## config.mk

```make
export PLATFORM = sky130hd
export DESIGN_NAME = muldiv_sequencer
export DESIGN_NICKNAME = d
export VERILOG_FILES = /design/src/rtl/muldiv_sequencer.sv
export SDC_FILE = /design/constraint.sdc
export NUM_CORES = 1
export LEC_CHECK = 0
export ABC_AREA = 1
export CAP_MARGIN = 15
export CORE_MARGIN = 2
export CORE_UTILIZATION = 35
export CTS_CLUSTER_DIAMETER = 60
export DETAILED_ROUTE_END_ITERATION = 7
export PLACE_DENSITY_LB_ADDON = 0.12
export SYNTH_ARGS = -nofsm -noshare
export SYNTH_HDL_FRONTEND = slang
export SYNTH_SLANG_ARGS = --single-unit
```

## constraint.sdc

```tcl
create_clock -name clk -period 1.3 [get_ports clk]
set_input_delay 0.26 -clock clk [delete_from_list [all_inputs] [get_ports clk]]
set_output_delay 0.26 -clock clk [all_outputs]
set_load 0.02 [all_outputs]
```

## src/rtl/muldiv_sequencer.sv

```systemverilog
// Launches the shared multiplier or divider and sequences HI/LO writeback.
// Flags divide-by-zero and timeouts, and stalls the control unit while busy.
module muldiv_sequencer #(
  parameter int TIMEOUT_CYCLES = 64,
  parameter int CNT_W          = 8
) (
  input  logic        clk,
  input  logic        rst_n,
  input  logic        req,
  input  logic        req_div,
  input  logic [31:0] divisor,
  input  logic        hilo_read,
  input  logic        mult_done,
  input  logic        div_done,
  input  logic        div_zero,
  output logic        StartMult,
  output logic        StartDiv,
  output logic        MuxHighSel,
  output logic        MuxLowSel,
  output logic        WrHigh,
  output logic        WrLow,
  output logic        busy,
  output logic        stall,
  output logic        done,
  output logic        div_zero_exc,
  output logic        timeout_err
);

  typedef enum logic [2:0] {
    IDLE, LAUNCH, WAIT, WRITE, EXC
  } state_e;

  localparam logic [CNT_W-1:0] TMO_LIM = CNT_W'(TIMEOUT_CYCLES);
  localparam logic [CNT_W-1:0] CNT_ONE = CNT_W'(1);

  state_e           state_q, state_d;
  logic             op_q, op_d;
  logic             mux_q, mux_d;
  logic             tmo_q, tmo_d;
  logic [CNT_W-1:0] cnt_q, cnt_d;
  logic [CNT_W-1:0] cnt_inc;
  logic             sel_done;

  assign cnt_inc  = cnt_q + CNT_ONE;
  assign sel_done = op_q ? div_done : mult_done;

  always_ff @(posedge clk or negedge rst_n) begin
    if (!rst_n) begin
      state_q <= IDLE;
      op_q    <= 1'b0;
      mux_q   <= 1'b0;
      tmo_q   <= 1'b0;
      cnt_q   <= '0;
    end else begin
      state_q <= state_d;
      op_q    <= op_d;
      mux_q   <= mux_d;
      tmo_q   <= tmo_d;
      cnt_q   <= cnt_d;
    end
  end

  always_comb begin
    state_d = state_q;
    op_d    = op_q;
    mux_d   = mux_q;
    tmo_d   = tmo_q;
    cnt_d   = cnt_q;
    unique case (state_q)
      IDLE: begin
        if (req) begin
          op_d  = req_div;
          cnt_d = '0;
          if (req_div && divisor == 32'd0) begin
            state_d = EXC;
            tmo_d   = 1'b0;
          end else begin
            state_d = LAUNCH;
            mux_d   = req_div;
          end
        end
      end
      LAUNCH: state_d = WAIT;
      WAIT: begin
        cnt_d = cnt_inc;
        // done outranks div_zero, which outranks timeout
        if (sel_done) begin
          state_d = WRITE;
        end else if (op_q && div_zero) begin
          state_d = EXC;
          tmo_d   = 1'b0;
        end else if (cnt_inc == TMO_LIM) begin
          state_d = EXC;
          tmo_d   = 1'b1;
        end
      end
      WRITE:   state_d = IDLE;
      EXC:     state_d = IDLE;
      default: state_d = IDLE;
    endcase
  end

  assign StartMult    = (state_q == LAUNCH) && !op_q;
  assign StartDiv     = (state_q == LAUNCH) && op_q;
  assign MuxHighSel   = mux_q;
  assign MuxLowSel    = mux_q;
  assign WrHigh       = (state_q == WRITE);
  assign WrLow        = (state_q == WRITE);
  assign done         = (state_q == WRITE);
  assign div_zero_exc = (state_q == EXC) && !tmo_q;
  assign timeout_err  = (state_q == EXC) && tmo_q;
  assign busy         = (state_q != IDLE);
  assign stall        = busy && (hilo_read || req);

endmodule

```

==> flow_results.org, run 1 <==
** Status
- The run finished, with violations left.
- The final reports fail on negative setup slack.

** Floorplan
- In this run the vertical extent of the chip is 56.4 µm.
- The die is 56.4 µm wide.
- Row count :: 19
- During I/O placement, the number of pins put on the boundary was 51.
- The initial utilization of the core area, before any placement, comes to 0.358.
- The die covers 3180 µm².
- Core ar. :: 2690 µm²

** Worst setup path
- Launching element type of the critical path :: register
- RR Startpoint :: cnt_q[1]$_DFFE_PN0P_
- Data arrival time at the worst-slack endpoint :: 1230 ps
- Of all nets on the critical path, the largest fanout is 3.
- Critical setup path kind :: reg -> out
- The largest individual stage delay along the critical path comes from the cell sky130_fd_sc_hd__dfrtp_1.
- Number of buffers and inverters on the critical path :: 2
- Among cell families on the critical path, the largest total delay comes from flip-flops.
- Crit path from :: state_q[1]$_DFFE_PN0P_
- STA puts the critical path data required time at 1040 ps.
- STA classifies the critical path endpoint as a primary output.
- Largest stage delay, worst path :: 430 ps
- The signal on the critical path passes through nor2_4 > nand2_2 > inv_2 > nor2_1 > buf_2.

** Flow run
- Reported max-cap violation count :: 0

** Global routing
- The global routing stage identified its most utilized layer as met2.
- For this run, global-route usage on met2 was measured as 0.389.
- Entering global routing, the biggest net connects 15 pins.
- Number of global-route vias before repair :: 1,231
- The initial antenna violation count is 0.
- For this run, the total global-route usage over all layers was measured as 0.205.
- For this run, global-route usage on met3 was measured as 0.0461.
- After global routing the overflow that remains totals 0.
- For met1 alone, demand over resource in global routing was 0.207.
- Global-route wire length before repair :: 5060 µm

** Power and ir drop
- The worst-case IR drop observed on VDD is 1.36 mV.
- Areal power density over the cells :: 1550 nW/µm²
- The analysis attributes to cell leakage a power of 0.815 nW.

** Clocking
- Clock tree synthesis selected as its root buffer the cell sky130_fd_sc_hd__clkbuf_4.
- Clock-pin slew was measured on the worst setup and hold paths at 90 ps.
- CTS saw 14 sinks.
- Insertion delay to the later sink of the worst-skew pair :: 290 ps
- Number of buffers added by the clock tree synthesis step :: 3
- Clock tree from TritonCTS :: yes
- Maximum clock path buffer count :: 2
- H-tree depth reported by CTS :: 1

** Yosys
- The commonest cells after synthesis are sky130_fd_sc_hd__nand2_1, sky130_fd_sc_hd__nor2_1, sky130_fd_sc_hd__dfrtp_1.
- Of the total synthesized cell area, the portion taken by XOR and XNOR cells is 0.
- Post-Syn Area :: 962 µm²
- Post-synthesis sequential area ratio :: 0.364
- Ranked by total cell area, the synthesized netlist is headed by sky130_fd_sc_hd__dfrtp_1, sky130_fd_sc_hd__nand2_1, sky130_fd_sc_hd__nor2_1.
- Most repeated cell in the gate-level netlist after synthesis :: sky130_fd_sc_hd__nand2_1
- Counting flops with a built-in enable in the synthesized netlist gives 0.
- For this run, the leading register cell type out of synthesis is sky130_fd_sc_hd__dfrtp_1.
- Proportion of synthesized area in mux cells :: 0
- Adder and majority gate portion of the synthesized area :: 0.0130
- The share of synthesized area in the top cell type comes to 0.364.
- Main combinational cell family by area after synthesis :: simple AND/OR/NAND/NOR gates
- Share of flip-flops with an asynchronous set or reset after synthesis :: 1.00
- In this run, distinct cell masters in the synthesized netlist total 20.
- Synthesis handed over a netlist of 150 instances.
- Total nets after synthesis :: 191
- Synth warnings :: 0
- Of the total synthesized cell area, the portion taken by AND, OR, NAND and NOR gates is 0.445.
- Average cell area after synthesis :: 6.41 µm²
- The largest total area in the synthesized netlist belongs to sky130_fd_sc_hd__dfrtp_1.
- The synthesized-area fraction occupied by ao, oa, aoi and oai cells is 0.0923.
- In this run, synthesis produced a sequential element count of 14.

** Final layout
- Compared with the post-synthesis result, the final layout area differs by 89.1%.
- Share of the core filled with cells :: 0.677
- Number of nets at the end of the flow :: 272
- Final Instance Area :: 1820 µm²
- In the final layout, the share of cells above drive strength 1 is 0.361.
- 0 antenna diodes ended up in the layout.

** Timing
- Timing-limited maximum frequency :: 671 MHz
- For the finished layout, the period the worst path requires is 1490 ps.
- Setup repair after global routing could not meet its margin everywhere.
- The clock arrives with 2.69 ps of skew.
- In the finished design, the share of the clock period the worst path needs comes to 1.15.
- Endpoints failing setup :: 13
- Once routing completed, OpenROAD measured the worst setup slack at -190 ps.
- Slew at the pin closest to its max-slew limit :: 303 ps
- Slew margin rel. :: 0.797
- After routing, the total negative slack on setup checks comes to -1800 ps.
- Final Hold Violating Endpoints :: 0
- Slew Limit Fails :: 0

** Placed design
- Detailed placement ended at an HPWL of 2290 µm.
- Timing analysis after detailed placement gives a worst setup slack of -438 ps.
- GP Congestion :: 0.808
- # port buffers :: 50
- Cell area after placement :: 1650 µm²

** Drt
- Post-detailed-route wirelength per cell :: 11.2 µm
- In the routed design, unresolved DRC markers number 0.
- In this run the remaining antenna-violating nets after routing total 0.
- After detailed routing, the total wire length is 2920 µm.
- Total via count in the routed design :: 1,223
- Vias per cell :: 4.69
- After the first detailed-routing iteration, the DRC count stood at 22.
- First drt pass iteration count :: 4

** Hold path
- The path class of the tightest hold or removal check is in -> async.
-- cell families (layout without fill, tap and decap cells) --
group | after synthesis | after routing
DFF | 14 | 14
buffers and inverters | 19 | 99
adders and majority gates | 1 | 1
AOI/OAI and AO/OA | 17 | 17
and+or+nand+nor | 99 | 99
-- final cells by class --
| type | instances | area, µm² |
|---|---|---|
| Fill cell | 243 | 867 |
| Timing Repair Buffer | 79 | 694 |
| Multi-Input combinational cell | 117 | 633 |
| Sequential cell | 14 | 357 |
| Inverter | 16 | 60.1 |
| Tap cell | 31 | 38.8 |
| Clock buffer | 4 | 36.3 |
-- report_power, final --
group	switching, mW	total, mW	internal, mW	leakage, nW
clock network	0.160	0.331	0.171	0.0210
registers	0.160	0.732	0.572	0.176
logic	0.901	1.76	0.857	0.618
-- flip-flops by register name, indices dropped and copies added, names as in the netlist --
| register | cells |
|---|---|
| cnt_q | 8 |
| state_q | 3 |
| MuxHighSel | 1 |
| op_q | 1 |
| tmo_q | 1 |
-- path summary, 6_finish.rpt --
kind,to,cells after the start,slack [ps]
min in group clk,cnt_q[7]$_DFFE_PN0P_,2,560
max,stall,5,-190
max in group asynchronous,cnt_q[0]$_DFFE_PN0P_,2,840
min reg2reg,cnt_q[7]$_DFFE_PN0P_,2,560
max reg2reg,tmo_q$_DFFE_PN0P_,11,-170
min,cnt_q[6]$_DFFE_PN0P_,2,270
-- worst register-to-register path, delay by kind of cell (launching register included) --
family,cells,cell delay [ps]
adder cells (fa/ha/maj),1,190
flip-flops,1,450
AND/OR/NAND/NOR,10,730
-- what timing repair did --
action / CTS / global route
cloned: 0 / 0
setup buffers: 7 / 1
pin swaps: 11 / 7
resized for setup: 62 / 21
endpoints found under the setup margin: 25 / 25
hold buffers: 0 / 0
-- layout by cell type (no fill, tap or decap), types with 2 or more instances in the layout --
cell	n
sky130_fd_sc_hd__a21oi_1	3
sky130_fd_sc_hd__nor2_4	3
sky130_fd_sc_hd__nor2_1	29
sky130_fd_sc_hd__a21oi_2	2
sky130_fd_sc_hd__nor2_2	7
sky130_fd_sc_hd__buf_6	3
sky130_fd_sc_hd__clkbuf_4	3
sky130_fd_sc_hd__nand3_1	7
sky130_fd_sc_hd__o21ai_1	7
sky130_fd_sc_hd__or2_0	2
sky130_fd_sc_hd__nand2_2	9
sky130_fd_sc_hd__o22ai_1	3
sky130_fd_sc_hd__dfrtp_2	5
sky130_fd_sc_hd__nand2_4	2
sky130_fd_sc_hd__clkdlybuf4s50_1	39
sky130_fd_sc_hd__buf_4	34
sky130_fd_sc_hd__nand3_2	2
sky130_fd_sc_hd__clkbuf_2	2
sky130_fd_sc_hd__dfrtp_1	9
sky130_fd_sc_hd__nand2_1	32
sky130_fd_sc_hd__nand4_1	2
sky130_fd_sc_hd__inv_1	12
sky130_fd_sc_hd__inv_2	4
-- layer usage --
metal / wire, µm / vias up
met5: 0 / -
met4: 82 / 0
met3: 123 / 10
met2: 1670 / 22
met1: 1040 / 557
li1: - / 634
-- through the flow --
step	hold WS [ps]	cells	total power [mW]
after floorplan	-35.6	150	1.47
after global placement	534	249	2.20
after detailed placement	534	249	2.26
after CTS	280	260	2.74
after global routing	279	261	3.03
final	268	261	2.82
Power figures use the tool's default switching activity.
==> inputs of run 2 (changes only) <==
--- a/config.mk
+++ b/config.mk
@@ -15,3 +15,4 @@
 export SYNTH_ARGS = -nofsm -noshare
 export SYNTH_HDL_FRONTEND = slang
 export SYNTH_SLANG_ARGS = --single-unit
+export TNS_END_PERCENT = 100
==> results of run 2 <==
The final DEF is identical to that of run 1; final timing and power are the same.
==> inputs of run 3 (changes only) <==
--- a/config.mk
+++ b/config.mk
@@ -5,12 +5,13 @@
 export SDC_FILE = /design/constraint.sdc
 export NUM_CORES = 1
 export LEC_CHECK = 0
-export ABC_AREA = 1
 export CAP_MARGIN = 15
 export CORE_MARGIN = 2
-export CORE_UTILIZATION = 35
+export CORE_UTILIZATION = 36
+export CTS_BUF_LIST = sky130_fd_sc_hd__clkbuf_4 sky130_fd_sc_hd__clkbuf_8
 export CTS_CLUSTER_DIAMETER = 60
 export DETAILED_ROUTE_END_ITERATION = 7
+export GPL_ROUTABILITY_DRIVEN = 0
 export PLACE_DENSITY_LB_ADDON = 0.12
 export SYNTH_ARGS = -nofsm -noshare
 export SYNTH_HDL_FRONTEND = slang
==> run 3 against run 2 <==
  * The flow still finishes with violations (negative setup slack)
  * Clock-buffer cell count did not move
  * First-iteration DRC count rose by 64%
  * Flip-flop and latch count did not move
  * Via count fell by 2.3%
  * Final cell count fell by 15%
  * Fmax fell by 14%
  * Hold slack improved by 4.1 ps
  * Critical endpoint is now tmo_q$_DFFE_PN0P_
==> flow_results.org, run 3 <==
** Status
- Result of the run :: complete, but fails checks
- Violations in the final reports :: negative setup slack

** Yosys
- The average cell area after synthesis was 9.60 µm² (+50%).
- Synthesized netlist cell count :: 100 (-33%)
- Total nets after synthesis :: 141 (-26%)
- The count of yosys warnings during synthesis came to 0 (unchanged).
- For this run, the leading register cell type out of synthesis is sky130_fd_sc_hd__dfrtp_1.
- The post-synthesis cell area was 960 µm² (-0.26%).
- sky130_fd_sc_hd__dfrtp_1 takes more of the synthesized area than any other cell.
- Most repeated cell in the gate-level netlist after synthesis :: sky130_fd_sc_hd__dfrtp_1
- By count the netlist is led by sky130_fd_sc_hd__dfrtp_1, sky130_fd_sc_hd__nor2_1, sky130_fd_sc_hd__o21ai_0.
- Number of flops mapped to enable cells by yosys :: 0 (unchanged)
- The number of flip-flops and latches in the synthesized netlist is 14 (unchanged).
- The number of distinct library cell variants in the gate-level netlist after synthesis is 39 (+95%).
- The share of flip-flops with an asynchronous set or reset after synthesis came to 1.00 (unchanged).
- Dominant cells by area after synthesis :: sky130_fd_sc_hd__dfrtp_1, sky130_fd_sc_hd__o21ai_0, sky130_fd_sc_hd__nor2_1
- The fraction of synthesized cell area taken by the top area cell type came to 0.365 (+0.000949).
- The sequential-to-total area share from yosys stat is 0.365 (+0.000949).

** Power and ir drop
- Areal power density over the cells :: 1870 nW/µm² (+21%)
- Leakage power :: 0.915 nW (+12%)
- Sequential power share :: 0.215 (-0.044)
- The logic gate share of total power came to 0.698 (+0.075).
- The peak supply drop is 1.79 mV (+31%).
- Clock power frac :: 0.086 (-0.031)
- Switching share of power :: 0.410 (-0.0225)
- The post-layout total power came to 3.78 mW (+34%).
- Psw :: 1.55 mW (+27%)
- The internal power came to 2.23 mW (+39%).

** Final layout
- From synthesis to final layout, the design area changed by 110%.
- Most common library cell in the layout ignoring fill and taps :: sky130_fd_sc_hd__buf_4
- Largest reg by FF count :: cnt_q
- The summed area of non-filler cells in the final layout was 2010 µm² (+11%).
- The final-stage net count is 234 (-14%).
- Flip-flop count of the largest register after layout :: 8 (unchanged)
- Post-layout instance count excluding filler cells :: 222 (-15%)
- Antenna diode count :: 0 (unchanged)
- Top Registers :: cnt_q (8), state_q (3)
- The fraction of final layout cells with drive strength greater than 1 is 0.630 (+0.269).
- The library cells used most frequently in the layout, excluding fill and tap cells, are sky130_fd_sc_hd__buf_4, sky130_fd_sc_hd__buf_6, sky130_fd_sc_hd__buf_2.
- Share of the core filled with cells :: 0.806 (+0.129)

** Placed design
- Worst setup timing slack at the placement stage :: -782 ps (-344 ps)
- The number of port buffers was 50 (unchanged).
- The instance count after placement with tap cells included is 199 (-20%).
- HPWL after detailed placement :: 2360 µm (+2.9%)
- The placed instance area came to 1640 µm² (-0.76%).

** Timing
- Setup repair after global routing could not meet its margin everywhere.
- Timing-limited maximum frequency :: 580 MHz (-14%)
- The worst slew margin relative to its limit was 0.825 (+0.0288).
- The final critical path time including I/O delays and setup was 1730 ps (+235 ps).
- The share of the cycle needed by the critical path after routing was 1.33 (+0.181).
- Worst hold slack after final layout :: 272 ps (+4.13 ps)
- Endpoints failing setup :: 23 (+10)
- Clock tree skew after final layout :: 3.17 ps (+0.475 ps)
- The minimum setup slack in the final design was -426 ps (-235 ps).
- Final Hold Violating Endpoints :: 0 (unchanged)
- The transition time at the pin with the least slew margin is 255 ps (-48.4 ps).
- The setup TNS was -5900 ps (-4100 ps).
- Slew Limit Fails :: 0 (unchanged)

** Flow run
- The number of maximum-capacitance violations was 0 (unchanged).

** Floorplan
- The number of top-level design ports is 51 (unchanged).
- Die Y-Extent :: 55.6 µm (-1.4%)
- Die area :: 3090 µm² (-2.8%)
- Core ar. :: 2500 µm² (-6.9%)
- DIE WIDTH :: 55.6 µm (-1.4%)
- Row count :: 18 (-1)
- The initial standard-cell utilization of the core was 0.384 (+0.0257).

** Drt
- The total wire length after detailed routing came to 3830 µm (+31%).
- The number of DRC markers in iteration 0 was 36 (+64%).
- The average vias per placed instance was 5.38 (+15%).
- The number of antenna-violating nets in the routed design came to 0 (unchanged).
- The number of vias after detailed routing was 1,195 (-2.3%).
- Post-detailed-route wirelength per cell :: 17.3 µm (+54%)
- DR DRC count :: 0 (unchanged)
- First drt pass iteration count :: 5 (+1)

** Clocking
- Number of buffers added by the clock tree synthesis step :: 3 (unchanged)
- Insertion delay to the later sink of the worst-skew pair :: 290 ps (about the same)
- CTS Root Cell :: sky130_fd_sc_hd__clkbuf_4
- TritonCTS built the clock tree.
- The number of clock sinks seen by CTS was 14 (unchanged).
- Maximum clock path buffer count :: 2 (unchanged)
- Clk pin slew, worst setup/hold paths :: 90 ps (about the same)
- Post-CTS Hold Fix Bufs :: 0 (unchanged)
- The deepest level of the CTS H-tree is 1 (unchanged).

** Worst setup path
- Crit path required time :: 1480 ps (+440 ps)
- The count of buffering cells on the critical path with inverters included was 0 (-2).
- The worst setup path is of the reg -> reg kind.
- Nature of the critical path endpoint :: register
- Data arrival time at the worst-slack endpoint :: 1910 ps (+680 ps)
- Largest stage delay, worst path :: 490 ps (+60 ps)
- Maximum fanout encountered on the critical timing path :: 7 (+4)
- Series of cell instances along the critical path :: or3b_4 > a21oi_4 > o311ai_4 > o221ai_2 > mux2_4
- The slowest stage of the critical path belongs to the cell sky130_fd_sc_hd__dfrtp_2.
- Crit-path leading delay family :: flip-flops
- Launching element type of the critical path :: register

** Global routing
- The total track usage was 0.229 (+0.0240).
- Number of global-route vias before repair :: 1,259 (+2.3%)
- Initial antenna violation count :: 0 (unchanged)
- The pin count of the biggest net entering global routing came to 15 (unchanged).
- The global route total overflow was 0 (unchanged).
- The global-route wire length before repair is 5690 µm (+12%).

** Hold path
- Kind of path behind the tightest hold check :: in -> async
==> run 3: changes by cell type in the layout (fill, tap and decap cells not counted), sizes merged, moves of 4 or more <==
cell           delta
buf              +35
nand2            -35
clkdlybuf4s50    -32
nor2             -27
inv              -14
clkdlybuf4s15    +10
nand3             -7
nor4              +7
dlygate4sd2       +4
nor4b             +4
==> run 3: worst paths after layout <==
path                                   startpoint                     end  slack [ps]  depth (start not counted)
setup / recovery           state_q[0]$_DFFE_PN0P_       tmo_q$_DFFE_PN0P_        -430                          5
min in group clk                          req_div  MuxHighSel$_DFFE_PN0P_         320                          3
hold reg to reg            MuxHighSel$_DFFE_PN0P_  MuxHighSel$_DFFE_PN0P_         560                          1
max in group asynchronous                   rst_n  state_q[1]$_DFFE_PN0P_         840                          2
setup reg to reg           state_q[0]$_DFFE_PN0P_       tmo_q$_DFFE_PN0P_        -430                          5
hold / removal                              rst_n       tmo_q$_DFFE_PN0P_         270                          2
==> run 3: logic make-up (layout without fill, tap and decap cells) <==
family	Yosys count	after routing	synth area share
buf+inv	9	101	0.0704
mux	6	6	0.0704
flops	14	14	0.365
compound gates	21	21	0.153
xor+xnor	1	1	0.00913
simple gates	48	48	0.319
fa+ha+maj	1	1	0.0130
==> run 3: worst reg2reg max path, stage by stage (launching register included) <==
cell and delay, ps:
sky130_fd_sc_hd__dfrtp_2 490, sky130_fd_sc_hd__or3b_4 440, sky130_fd_sc_hd__a21oi_4 160, sky130_fd_sc_hd__o311ai_4 120
sky130_fd_sc_hd__o221ai_2 100, sky130_fd_sc_hd__mux2_4 320
==> run 3: power by group through the flow <==
stage	combinational [mW]	sequential (mW)	clock [mW]
2_1_floorplan	1.01	0.729	0
3_3_place_gp	1.75	0.763	0
3_5_place_dp	1.79	0.776	0
4_1_cts	2.32	0.777	0.320
5_1_grt	2.78	0.837	0.333
6_report	2.64	0.813	0.326
==> run 3: cell type report <==
type                    instances  area [µm²]
repair buffers                 95         810
clock buffers                   4        36.3
multi-input cells              77         769
well taps                      30        37.5
fillers                       140         485
inverters                       2        7.51
flip-flops and latches         14         354
==> run 3: what timing repair did <==
| action | in CTS | in global routing |
|---|---|---|
| endpoints found under the setup margin | 25 | 25 |
| cloned | 0 | 0 |
| endpoints found under the hold margin | 0 | 0 |
| pin swaps | 27 | 7 |
| buffers inserted | 19 | 6 |
| gates resized for setup | 198 | 21 |
==> run 3: metal layers <==
metal,track usage,up-vias,wire length [µm],part of all wire
met3,0.0442,8,166,0.043
met5,0,-,0,0
met2,0.457,48,2190,0.57
met1,0.238,581,1410,0.37
met4,0.0592,0,65,0.017
li1,-,558,-,-
